--- src/rtl/riscv_pkg.sv ---
// Shared encodings for the RV32I multi-cycle controller: opcodes, ALU control
// codes, PC/writeback mux selects and the sequencer state type.
package riscv_pkg;

    localparam logic [6:0] OP_R      = 7'b0110011;
    localparam logic [6:0] OP_I      = 7'b0010011;
    localparam logic [6:0] OP_LOAD   = 7'b0000011;
    localparam logic [6:0] OP_STORE  = 7'b0100011;
    localparam logic [6:0] OP_BRANCH = 7'b1100011;
    localparam logic [6:0] OP_JAL    = 7'b1101111;
    localparam logic [6:0] OP_JALR   = 7'b1100111;

    localparam logic [3:0] ALU_ADD = 4'b0010;
    localparam logic [3:0] ALU_SUB = 4'b0110;
    localparam logic [3:0] ALU_AND = 4'b0000;
    localparam logic [3:0] ALU_OR  = 4'b0001;
    localparam logic [3:0] ALU_SLT = 4'b0111;

    localparam logic [1:0] PC_PLUS4  = 2'b00;
    localparam logic [1:0] PC_BRANCH = 2'b01;
    localparam logic [1:0] PC_JALR   = 2'b10;

    localparam logic [1:0] WB_ALU = 2'b00;
    localparam logic [1:0] WB_MEM = 2'b01;
    localparam logic [1:0] WB_PC4 = 2'b10;

    typedef enum logic [2:0] {
        ST_RESET  = 3'd0,
        ST_FETCH  = 3'd1,
        ST_DECODE = 3'd2,
        ST_EXEC   = 3'd3,
        ST_MEM    = 3'd4,
        ST_WB     = 3'd5,
        ST_TRAP   = 3'd6
    } state_t;

    function automatic logic is_legal_op(input logic [6:0] op);
        return (op == OP_R) || (op == OP_I) || (op == OP_LOAD) || (op == OP_STORE) ||
               (op == OP_BRANCH) || (op == OP_JAL) || (op == OP_JALR);
    endfunction

endpackage

--- src/rtl/alu_decoder.sv ---
// Combinational ALU control decode from (opcode, funct3, funct7).
// Only funct7[5] matters: it selects sub over add for R-type funct3=000.
module alu_decoder
    import riscv_pkg::*;
(
    input  logic [6:0] opcode,
    input  logic [2:0] funct3,
    input  logic [6:0] funct7,
    output logic [3:0] aluctl
);

    logic unused_funct7;
    assign unused_funct7 = ^{funct7[6], funct7[4:0]};

    always_comb begin
        aluctl = ALU_ADD;
        case (opcode)
            OP_R, OP_I: begin
                case (funct3)
                    3'b000:  aluctl = (opcode == OP_R && funct7[5]) ? ALU_SUB : ALU_ADD;
                    3'b111:  aluctl = ALU_AND;
                    3'b110:  aluctl = ALU_OR;
                    3'b010:  aluctl = ALU_SLT;
                    default: aluctl = ALU_ADD;
                endcase
            end
            OP_BRANCH: aluctl = ALU_SUB;
            default:   aluctl = ALU_ADD;
        endcase
    end

endmodule

--- src/rtl/multicycle_controller.sv ---
// FETCH/DECODE/EXEC/MEM/WB sequencer sharing one memory port via mem_req/mem_ready.
// Optional cycle/instret counters are built when MULTICYCLE_PERF_CNT_EN is defined.
module multicycle_controller
    import riscv_pkg::*;
#(
    parameter int CNT_W = 32
) (
    input  logic       clk,
    input  logic       rst_n,
    input  logic [6:0] opcode,
    input  logic [2:0] funct3,
    input  logic [6:0] funct7,
    input  logic       zero,
    input  logic       mem_ready,
    output logic       mem_req,
    output logic       mem_we,
    output logic       addr_sel,
    output logic       ir_we,
    output logic       pc_we,
    output logic [1:0] pc_sel,
    output logic       regwrite,
    output logic [1:0] wb_sel,
    output logic       alusrc,
    output logic [3:0] aluctl,
    output logic       instr_done,
    output logic       illegal
`ifdef MULTICYCLE_PERF_CNT_EN
    ,
    output logic [CNT_W-1:0] cycle_cnt,
    output logic [CNT_W-1:0] instret_cnt
`endif
);

    state_t     state_q, state_d;
    logic [3:0] dec_aluctl;

    alu_decoder u_alu_decoder (
        .opcode (opcode),
        .funct3 (funct3),
        .funct7 (funct7),
        .aluctl (dec_aluctl)
    );

    always_ff @(posedge clk or negedge rst_n) begin
        if (!rst_n) state_q <= ST_RESET;
        else        state_q <= state_d;
    end

    always_comb begin
        state_d = state_q;
        case (state_q)
            ST_RESET:  state_d = ST_FETCH;
            ST_FETCH:  if (mem_ready) state_d = ST_DECODE;
            ST_DECODE: state_d = is_legal_op(opcode) ? ST_EXEC : ST_TRAP;
            ST_EXEC: begin
                if (opcode == OP_R || opcode == OP_I)           state_d = ST_WB;
                else if (opcode == OP_LOAD || opcode == OP_STORE) state_d = ST_MEM;
                else                                            state_d = ST_FETCH;
            end
            ST_MEM:    if (mem_ready) state_d = (opcode == OP_STORE) ? ST_FETCH : ST_WB;
            ST_WB:     state_d = ST_FETCH;
            ST_TRAP:   state_d = ST_TRAP;
            default:   state_d = ST_RESET;
        endcase
    end

    // ALU operand/op stay driven through MEM and WB so the address and result stay valid.
    always_comb begin
        mem_req    = 1'b0;
        mem_we     = 1'b0;
        addr_sel   = 1'b0;
        ir_we      = 1'b0;
        pc_we      = 1'b0;
        pc_sel     = PC_PLUS4;
        regwrite   = 1'b0;
        wb_sel     = WB_ALU;
        alusrc     = 1'b0;
        aluctl     = 4'b0000;
        instr_done = 1'b0;
        illegal    = 1'b0;
        if (state_q == ST_EXEC || state_q == ST_MEM || state_q == ST_WB) begin
            alusrc = (opcode == OP_I) || (opcode == OP_LOAD) ||
                     (opcode == OP_STORE) || (opcode == OP_JALR);
            aluctl = dec_aluctl;
        end
        case (state_q)
            ST_FETCH: begin
                mem_req = 1'b1;
                ir_we   = mem_ready;
            end
            ST_EXEC: begin
                if (opcode == OP_BRANCH) begin
                    pc_we      = 1'b1;
                    pc_sel     = zero ? PC_BRANCH : PC_PLUS4;
                    instr_done = 1'b1;
                end else if (opcode == OP_JAL || opcode == OP_JALR) begin
                    regwrite   = 1'b1;
                    wb_sel     = WB_PC4;
                    pc_we      = 1'b1;
                    pc_sel     = (opcode == OP_JAL) ? PC_BRANCH : PC_JALR;
                    instr_done = 1'b1;
                end
            end
            ST_MEM: begin
                mem_req  = 1'b1;
                addr_sel = 1'b1;
                mem_we   = (opcode == OP_STORE);
                if (mem_ready && opcode == OP_STORE) begin
                    pc_we      = 1'b1;
                    instr_done = 1'b1;
                end
            end
            ST_WB: begin
                regwrite   = 1'b1;
                wb_sel     = (opcode == OP_LOAD) ? WB_MEM : WB_ALU;
                pc_we      = 1'b1;
                instr_done = 1'b1;
            end
            ST_TRAP:  illegal = 1'b1;
            default:  ;
        endcase
    end

`ifdef MULTICYCLE_PERF_CNT_EN
    logic [CNT_W-1:0] cycle_cnt_q, cycle_cnt_d;
    logic [CNT_W-1:0] instret_cnt_q, instret_cnt_d;

    always_comb begin
        cycle_cnt_d   = cycle_cnt_q;
        instret_cnt_d = instret_cnt_q;
        if (state_q != ST_RESET && state_q != ST_TRAP) cycle_cnt_d = cycle_cnt_q + CNT_W'(1);
        if (instr_done) instret_cnt_d = instret_cnt_q + CNT_W'(1);
    end

    always_ff @(posedge clk or negedge rst_n) begin
        if (!rst_n) begin
            cycle_cnt_q   <= '0;
            instret_cnt_q <= '0;
        end else begin
            cycle_cnt_q   <= cycle_cnt_d;
            instret_cnt_q <= instret_cnt_d;
        end
    end

    assign cycle_cnt   = cycle_cnt_q;
    assign instret_cnt = instret_cnt_q;
`else
    // Counter width only matters for the counter build; keep it referenced here.
    if (CNT_W < 1) begin : g_cnt_w_invalid
    end
`endif

endmodule

--- config.mk ---
export PLATFORM = sky130hd
export DESIGN_NAME = multicycle_controller
export DESIGN_NICKNAME = d
export VERILOG_FILES = /design/src/rtl/riscv_pkg.sv /design/src/rtl/alu_decoder.sv /design/src/rtl/multicycle_controller.sv
export SDC_FILE = /design/constraint.sdc
export NUM_CORES = 1
export LEC_CHECK = 0
export BUFFER_PORTS_ARGS = -buffer_cell sky130_fd_sc_hd__buf_2
export CORE_AREA = 2 2 39 41
export DETAILED_ROUTE_END_ITERATION = 16
export DIE_AREA = 0 0 41 43
export PLACE_DENSITY = 0.74
export RECOVER_POWER = 100
export SYNTH_ARGS = -nofsm -noshare
export SYNTH_HDL_FRONTEND = slang
export SYNTH_SLANG_ARGS = --single-unit
--- constraint.sdc ---
create_clock -name clk -period 1.8 [get_ports clk]
set_input_delay 0 -clock clk [delete_from_list [all_inputs] [get_ports clk]]
set_output_delay 0 -clock clk [all_outputs]
set_load 0.1 [all_outputs]
==> flow_summary.json <==
{
  "outcome": "finished clean",
  "clock_path_buffers": 2,
  "yosys.area_share.simple_pct": 47.62,
  "start_util_pct": 32.28,
  "postSynthCellCount": 61,
  "antenna_found_initial": 0,
  "clock-sinks": 3,
  "synthMuxAreaShare_pct": 0,
  "drc": 0,
  "die_area_um2": 1763,
  "finalCriticalPeriod_ns": 1.679,
  "gp_congestion": 0.8150,
  "finalHoldViolCount": 0,
  "peakVddDrop_mv": 1.276,
  "grt_pass1_vias": 532,
  "final_common_cell": "buf_2",
  "power_frac_seq_pct": 12.6,
  "r2r_start": "state_q[0]$_DFFE_PN0P_",
  "root_buffer": "clkbuf_4",
  "drv_cap": 0,
  "yosysSeqAreaShare_pct": 16.81,
  "dieWidth_um": 41,
  "syn_nets": 82,
  "tightest_slew_ns": 0.5447,
  "final_cell_mix": "buf_2, clkbuf_4, buf_4, nand2_1, clkbuf_2",
  "combPwrFrac_pct": 78.5,
  "finClkSkew_ns": 0.002470,
  "p_leak_uw": 0.0003609,
  "synth_top_family_by_area": "simple AND/OR/NAND/NOR gates",
  "power.internal_uw": 471.3,
  "area_growth_pct": 77.59,
  "grt_pass1_wl_um": 2028,
  "setup_viol": 0,
  "io_pins": 38,
  "yosysWarnings": 0,
  "wirelength_um": 1387,
  "grt_max_degree": 10,
  "clkLatencyLatePin_ns": 0.23,
  "critical_path_class": "flip-flop to output port",
  "reg_top3": "state_q: 3 flops",
  "final_nets": 118,
  "synth-edff-count": 0,
  "cp_data_required_time_ns": 1.80,
  "grt-ovfl-total": 0,
  "p_sw_share_pct": 64.03,
  "path_cells": "nor2b_1 > nand2_2 > nor3_2 > clkbuf_2",
  "rsz0062_at_grt": "false",
  "cts_buffers": 3,
  "yosysUniqueCellTypes": 35,
  "dp.final_hpwl_um": 1112,
  "maxSlewHeadroom_pct": 63.84,
  "drive_gt1_share_pct": 53.13,
  "drtAntennaViolNets": 0,
  "synth_fa_ha_area_share_pct": 0,
  "critical_path.max_stage_delay_ns": 0.48,
  "clk_pin_slew_ns": 0.04,
  "cts_tree": "yes",
  "synth_compound_area_share_pct": 26.05,
  "grt_usage_pct": 16.82,
  "synthXorXnorAreaFrac_pct": 1.961,
  "p_switching_uw": 838.9,
  "final.period_utilization_pct": 93.27,
  "largest_reg_flops": 3,
  "first_pass_iters": 4,
  "fillCellCount": 137,
  "coreArea_um2": 1384,
  "multi_input_area_um2": 407.9,
  "cpMaxStageDelayCell": "clkbuf_2",
  "regMostFlops": "state_q",
  "cp.arrival_ns": 1.68,
  "cp-start-kind": "flip-flop",
  "post_cts_buffers": 0,
  "die_h_um": 43,
  "place_inst": 107,
  "critPathLaunch": "state_q[2]$_DFFE_PN0P_",
  "critical_path.max_fanout": 9,
  "synth-seq-cells": 3,
  "diodes": 0,
  "synthesis.area_um2": 446.7,
  "rows": 14,
  "async_flop_share_pct": 100.0,
  "seq_area_um2": 76.32,
  "hp-class": "primary input to async pin",
  "finalNonFillerCells": 112,
  "drt_iter0_drc": 13,
  "avgSynthCellArea_um2": 7.323,
  "routedWlPerCell_um": 12.38,
  "power.density_nw_per_um2": 1652,
  "slew_violations": 0,
  "io_buffers": 30,
  "pwr-share-clk_pct": 8.8,
  "via_count": 600,
  "drt-vias-per-instance": 5.357,
  "synthFlopType": "dfrtp_1",
  "end_kind": "output port",
  "htree_levels": 1,
  "fin_hold_ws_ns": 0.1062,
  "fmax_mhz": 595.6
}
critical path: cells and delay by family, from the launching register on:
| family | cells | cell delay, ns |
|---|---|---|
| flops | 1 | 0.46 |
| simple gates | 3 | 0.51 |
| buf+inv | 1 | 0.48 |
routing by layer:
metal	part of all wire, %	wire, um	global-route usage, %
met1	40	556	19.16
met2	50	692	26.88
met3	9.9	137	4.188
met4	0	0	9.333
met5	0	0	0
worst paths after layout:
path                                          end  slack [ns]  depth (start not counted)
min                        state_q[0]$_DFFE_PN0P_        0.11                          2
max in group asynchronous  state_q[1]$_DFFE_PN0P_        1.52                          2
min reg2reg                state_q[1]$_DFFE_PN0P_        0.60                          1
max                                     pc_sel[1]        0.12                          4
min in group clk           state_q[0]$_DFFE_PN0P_        0.14                          3
max reg2reg                state_q[0]$_DFFE_PN0P_        0.40                          3
logic make-up after synthesis:
group	Yosys count
xor gates and xnor gates	1
buffers and inverters	5
and+or+nand+nor	35
other	1
DFF	3
AOI/OAI and AO/OA	16
power groups by stage:
stage          Clock [uW]  Sequential (uW)  Combinational, uW
2_1_floorplan           0              125                850
3_3_place_gp            0              171               1090
3_5_place_dp            0              172               1100
4_1_cts               124              172               1100
5_1_grt               123              174               1080
6_report              116              166               1030
layout make-up:
| type | instances | share of cell area, % |
|---|---|---|
| multi-input cells | 53 | 51.42 |
| repair buffers | 35 | 32.65 |
| flip-flops and latches | 3 | 9.621 |
| clock buffers | 4 | 3.312 |
| well taps | 16 | 2.524 |
| inverters | 1 | 0.4732 |
synth_stat cells, drive strengths merged, types with 2 or more instances:
master	number	area share, %
nand2	7	5.9
nor2	5	4.2
o21ai	5	5.6
buf	3	5.0
dfrtp	3	17
nor2b	3	4.2
nor3	3	3.4
nor4	3	5.6
a21oi	2	2.2
and2	2	2.8
nand3b	2	3.4
nand4	2	2.8
metrics by stage:
| stage | utilization [%] | TNS (ns) | worst slack (ns) | instance area, um^2 | power [uW] |
|---|---|---|---|---|---|
| floorplan | - | -0.5245 | -0.1873 | 533.0 | 975.2 |
| global placement | 60.76 | 0 | 0.3198 | 840.8 | 1258 |
| detailed placement | 60.76 | 0 | 0.3073 | 840.8 | 1269 |
| CTS | 63.38 | 0 | 0.04780 | 877.1 | 1395 |
| global route | 57.32 | 0 | 0.02692 | 793.3 | 1380 |
| finish | 57.32 | 0 | 0.1211 | 793.3 | 1310 |
repair_timing:
item | in CTS | in global routing
hold buffers | 1 | 0
endpoints found under the hold margin | 3 | 0
resized for setup | 0 | 1
setup endpoints to repair | 0 | 1
Power figures use the tool's default switching activity.
